[src/rtl/bus_cycle_decoder.sv]
// Purpose : decode each 65C816 bus cycle into a chip-select code and stretch slow-device cycles via RDY.
// Latency : outputs update 1 clk after phi2 rises (clk edge that detects the rise); release 1 clk after the detected fall.
// Backpressure: none accepted; the block applies backpressure to the CPU by holding rdy low for the device's wait count.
//
// Ports:
//   clk            system clock, only clock; phi2 is a synchronous input in this domain
//   reset_n        asynchronous active-low reset
//   phi2           CPU PHI2
//   addr[23:0]     CPU address {bank, A15..A0}
//   vda, vpa       CPU valid data / program address
//   device_select  registered device code, 0 = none
//   rdy            CPU RDY, low stretches the current cycle
//   cycle_active   high while a decoded cycle is in progress
module bus_cycle_decoder #(
    parameter logic [7:0] IO_BANK      = 8'h00,
    parameter logic [7:0] IO_PAGE      = 8'hDF,
    parameter logic [7:0] VRAM_BANK_LO = 8'h10,
    parameter logic [7:0] VRAM_BANK_HI = 8'h1F,
    parameter logic [2:0] WAIT_EXP     = 3'd4,
    parameter logic [2:0] WAIT_AUDIO   = 3'd2,
    parameter logic [2:0] WAIT_VIA     = 3'd2,
    parameter logic [2:0] WAIT_SMC     = 3'd1
) (
    input  logic        clk,
    input  logic        reset_n,
    input  logic        phi2,
    input  logic [23:0] addr,
    input  logic        vda,
    input  logic        vpa,
    output logic [3:0]  device_select,
    output logic        rdy,
    output logic        cycle_active
);

    typedef enum logic [1:0] {
        ST_IDLE   = 2'd0,
        ST_WAIT   = 2'd1,
        ST_ACTIVE = 2'd2
    } state_t;

    state_t     state;
    logic [2:0] cnt;
    logic       phi2_q;

    logic       phi2_rise;
    logic       phi2_fall;
    logic [7:0] bank;
    logic [3:0] code_dec;
    logic [2:0] wait_dec;

    assign phi2_rise = phi2 & ~phi2_q;
    assign phi2_fall = ~phi2 & phi2_q;
    assign bank      = addr[23:16];

    // Address decode, highest priority first: no valid address, I/O page, VRAM banks, RAM.
    always_comb begin
        code_dec = 4'd0;
        if (!(vda | vpa)) begin
            code_dec = 4'd0;
        end else if (bank == IO_BANK && addr[15:8] == IO_PAGE) begin
            case (addr[7:4])
                4'h0, 4'h1: code_dec = 4'd1;   // EXP
                4'h2:       code_dec = 4'd2;   // AUDIO
                4'h3:       code_dec = 4'd3;   // VIDEO
                4'h4:       code_dec = 4'd4;   // IRQ
                4'h5:       code_dec = 4'd5;   // SPI
                4'h6:       code_dec = 4'd6;   // VIA
                4'h7:       code_dec = 4'd7;   // SMC
                4'h8:       code_dec = 4'd10;  // MMU
                default:    code_dec = 4'd1;   // upper I/O slots map to EXP
            endcase
        end else if (bank >= VRAM_BANK_LO && bank <= VRAM_BANK_HI) begin
            code_dec = 4'd9;                   // VRAM
        end else begin
            code_dec = 4'd8;                   // RAM
        end
    end

    // Extra PHI2 cycles per device; only the slow peripherals stretch.
    always_comb begin
        wait_dec = 3'd0;
        case (code_dec)
            4'd1:    wait_dec = WAIT_EXP;
            4'd2:    wait_dec = WAIT_AUDIO;
            4'd6:    wait_dec = WAIT_VIA;
            4'd7:    wait_dec = WAIT_SMC;
            default: wait_dec = 3'd0;
        endcase
    end

    // Address and status are only looked at on a rise in IDLE, so the code
    // latched there holds for the whole cycle regardless of bus activity.
    always_ff @(posedge clk or negedge reset_n) begin
        if (!reset_n) begin
            state         <= ST_IDLE;
            cnt           <= 3'd0;
            phi2_q        <= 1'b0;
            device_select <= 4'd0;
            rdy           <= 1'b1;
            cycle_active  <= 1'b0;
        end else begin
            phi2_q <= phi2;
            case (state)
                ST_IDLE: begin
                    if (phi2_rise && code_dec != 4'd0) begin
                        device_select <= code_dec;
                        cycle_active  <= 1'b1;
                        if (wait_dec == 3'd0) begin
                            state <= ST_ACTIVE;
                        end else begin
                            rdy   <= 1'b0;
                            cnt   <= wait_dec;
                            state <= ST_WAIT;
                        end
                    end
                end
                ST_WAIT: begin
                    if (phi2_fall) begin
                        cnt <= cnt - 3'd1;
                        // Releasing on the last counted fall leaves one more
                        // high phase for the CPU to complete the access.
                        if (cnt <= 3'd1) begin
                            rdy   <= 1'b1;
                            state <= ST_ACTIVE;
                        end
                    end
                end
                ST_ACTIVE: begin
                    if (phi2_fall) begin
                        device_select <= 4'd0;
                        cycle_active  <= 1'b0;
                        state         <= ST_IDLE;
                    end
                end
                default: begin
                    state         <= ST_IDLE;
                    cnt           <= 3'd0;
                    device_select <= 4'd0;
                    rdy           <= 1'b1;
                    cycle_active  <= 1'b0;
                end
            endcase
        end
    end

endmodule

[config.mk]
export PLATFORM = sky130hd
export DESIGN_NAME = bus_cycle_decoder
export DESIGN_NICKNAME = d
export VERILOG_FILES = /design/src/rtl/bus_cycle_decoder.sv
export SDC_FILE = /design/constraint.sdc
export NUM_CORES = 1
export LEC_CHECK = 0
export ABC_CLOCK_PERIOD_IN_PS = 2000
export CAP_MARGIN = 40
export CELL_PAD_IN_SITES_DETAIL_PLACEMENT = 0
export CELL_PAD_IN_SITES_GLOBAL_PLACEMENT = 1
export CORE_MARGIN = 2
export CORE_UTILIZATION = 30
export CTS_CLUSTER_DIAMETER = 120
export DETAILED_ROUTE_END_ITERATION = 8
export GPL_TIMING_DRIVEN = 0
export PLACE_DENSITY = 0.81
export SLEW_MARGIN = 20
export SYNTH_ARGS = -nofsm -noshare
export SYNTH_HDL_FRONTEND = slang
export SYNTH_SLANG_ARGS = --single-unit
[constraint.sdc]
create_clock -name clk -period 2 [get_ports clk]
set_input_delay 0.4 -clock clk [delete_from_list [all_inputs] [get_ports clk]]
set_output_delay 0.4 -clock clk [all_outputs]
set_load 0.005 [all_outputs]
==> out/results.tsv <==
metric	value	unit
netlist_area	842	um2
rows	19	
clk_latency	280	ps
grt_max_degree	13	
start_kind	input pin	
setup-tns-final	0	ps
mostFrequentLayoutCell	clkdlybuf4s50_1	
worst_pin_slew	579	ps
endpoint_kind	register	
switchingPower	0.503	mW
synth_area_per_cell	8.96	um2
setup_viol	0	
reg2reg_depth	6	
vias	932	
slew_headroom	61.3	%
coreArea	0.00271	mm2
power_frac_clock	16.9	%
wl	2620	um
antenna_found_initial	0	
sw_frac_of_total	41.8	%
synth_edf_count	0	
floorplan.initialDensity	31.1	%
rsz0062_at_grt	true	
syn_nets	125	
clock-sinks	12	
die_w	57.0	um
stdcell_area	0.00138	mm2
cts_buffer_depth	2	
ys_async_sr_fraction	100	%
synth_cells	94	
viasPerCell	5.51	
place_congestion	0.793	
ant_nets	0	
drtIter0Drc	24	
place.port_buffers	30	
grt_pass1_wl	4120	um
hp-class	in2async	
worstPathMaxFanout	6	
period_share	99.9	%
fmax	500	MHz
ys_warn_count	0	
io_pins	35	
area_growth_syn_to_layout	63.3	%
crit_required	2170	ps
slew_viol_final	0	
drive_gt1_share	26.8	%
final_nets	170	
ys_types	38	
clk_pin_slew	80	ps
ir_drop	0.826	mV
cts_buffers	3	
combPwrFrac	51.6	%
fp.dieArea	0.00325	mm2
outcome	finished, final reports clean	
place_area	0.00119	mm2
grt_pass1_vias	908	
internal_power	0.699	mW
num_antenna_cells	0	
root_buffer	clkbuf_4	
fill_cells	270	
cts_max_level	1	
place.detailed.hpwl	1790	um
drc_errors	0	
cts_tree	built	
seq_power_share	31.4	%
preCtsSetupSlack	-746	ps
die_h	57.0	um
layout_setup_ws	1.05	ps
maxCapViolCount	0	
p_total	1.20	mW
hold_buffers	0	
fin_crit	2000	ps
final_cell_mix	clkdlybuf4s50_1 (17), dfrtp_1 (11), dlymetal6s2s_1 (9)	
drt-wirelength-per-cell	15.5	um
path_class	in2reg	
gr-total-overflow	0	
finalHoldViolCount	0	
ys_ff_latch	12	
firstDrtPassIters	4	
cellPowerDensity	874	mW/mm2
arrival	2170	ps
grtUsageTotal	15.7	%
ys.flop_type	dfrtp_1	
skew	1.92	ps
seq_area_frac_synth	35.8	%
p_leak	0.625	nW
utilization	50.7	%
[worst max-delay path: stages]
cell and delay [ps]:
clkdlybuf4s50_1 590, nor2b_1 110, o21ba_2 240, a2111oi_4 320
buf_4 200, buf_4 100, a2bb2oi_1 130, o21ai_1 70
[sequential cells by signal (all words and copies together), names as in the netlist]
signal	flops
rdy	1
cycle_active	1
device_select	4
cnt	3
state	2
phi2_q	1
[area by class of cell]
type / instances / area, um2 / share of cell area, %
plain buffers: 2 / 7.51 / 0.546
clock buffers: 4 / 36.3 / 2.64
inverters: 4 / 15.0 / 1.09
multi-input cells: 76 / 591 / 42.9
flip-flops and latches: 12 / 302 / 21.9
well taps: 31 / 38.8 / 2.82
repair buffers: 40 / 385 / 28.0
[power groups by stage]
stage	Clock (mW)	Combinational (mW)	Sequential, mW
2_1_floorplan	0	0.370	0.363
3_3_place_gp	0	0.555	0.368
3_5_place_dp	0	0.559	0.375
4_1_cts	0.201	0.570	0.370
5_1_grt	0.221	0.691	0.386
6_report	0.203	0.620	0.378
[per-stage QoR]
step           cells  hold WS, ps
3_5_place_dp     156          479
2_1_floorplan     94          104
3_3_place_gp     155          472
5_1_grt          169          524
4_1_cts          164          500
6_report         169          485
[worst paths after layout]
kind	from	end	slack (ps)
min reg2reg	device_select[3]	device_select[3]	500
max reg2reg	state[1]	cnt[2]	70
min in group clk	device_select[3]	device_select[3]	500
max	addr[7]	cnt[1]	1
max in group asynchronous	reset_n	cnt[1]	1140
min	reset_n	phi2_q	480
[routing by layer]
| metal | up-vias | share of wire [%] | track usage, % |
|---|---|---|---|
| met5 | - | 0 | 0 |
| met4 | 0 | 0 | 2.66 |
| met3 | 0 | 6.0 | 3.63 |
| met2 | 40 | 50 | 25.1 |
| met1 | 448 | 44 | 22.0 |
| li1 | 444 | - | - |
[repair_timing]
item,in CTS,in global routing
gates resized for setup,22,18
pin swaps,7,8
endpoints found under the setup margin,9,10
setup buffers,4,5
[synthesized netlist by cell type, types with 3 or more instances]
library cell  number  area share [%]
nor3_1             3             1.8
o21ai_0            6             3.6
dfrtp_1           11              33
inv_1              4             1.8
nor2b_1            4             3.0
nand2_1            9             4.0
a32o_1             3             3.6
nor2_1             8             3.6
a21oi_1            5             3.0
nand3b_1           3             2.7
[logic make-up after synthesis]
logic type,after synthesis,share of synthesized area (%)
AO/OA/AOI/OAI,27,25.0
XOR/XNOR,1,1.04
adder cells (fa/ha/maj),2,2.97
buffers and inverters,6,2.67
flip-flops,12,35.8
AND/OR/NAND/NOR,46,32.5
Note: power is estimated with default switching activity, not from simulation.
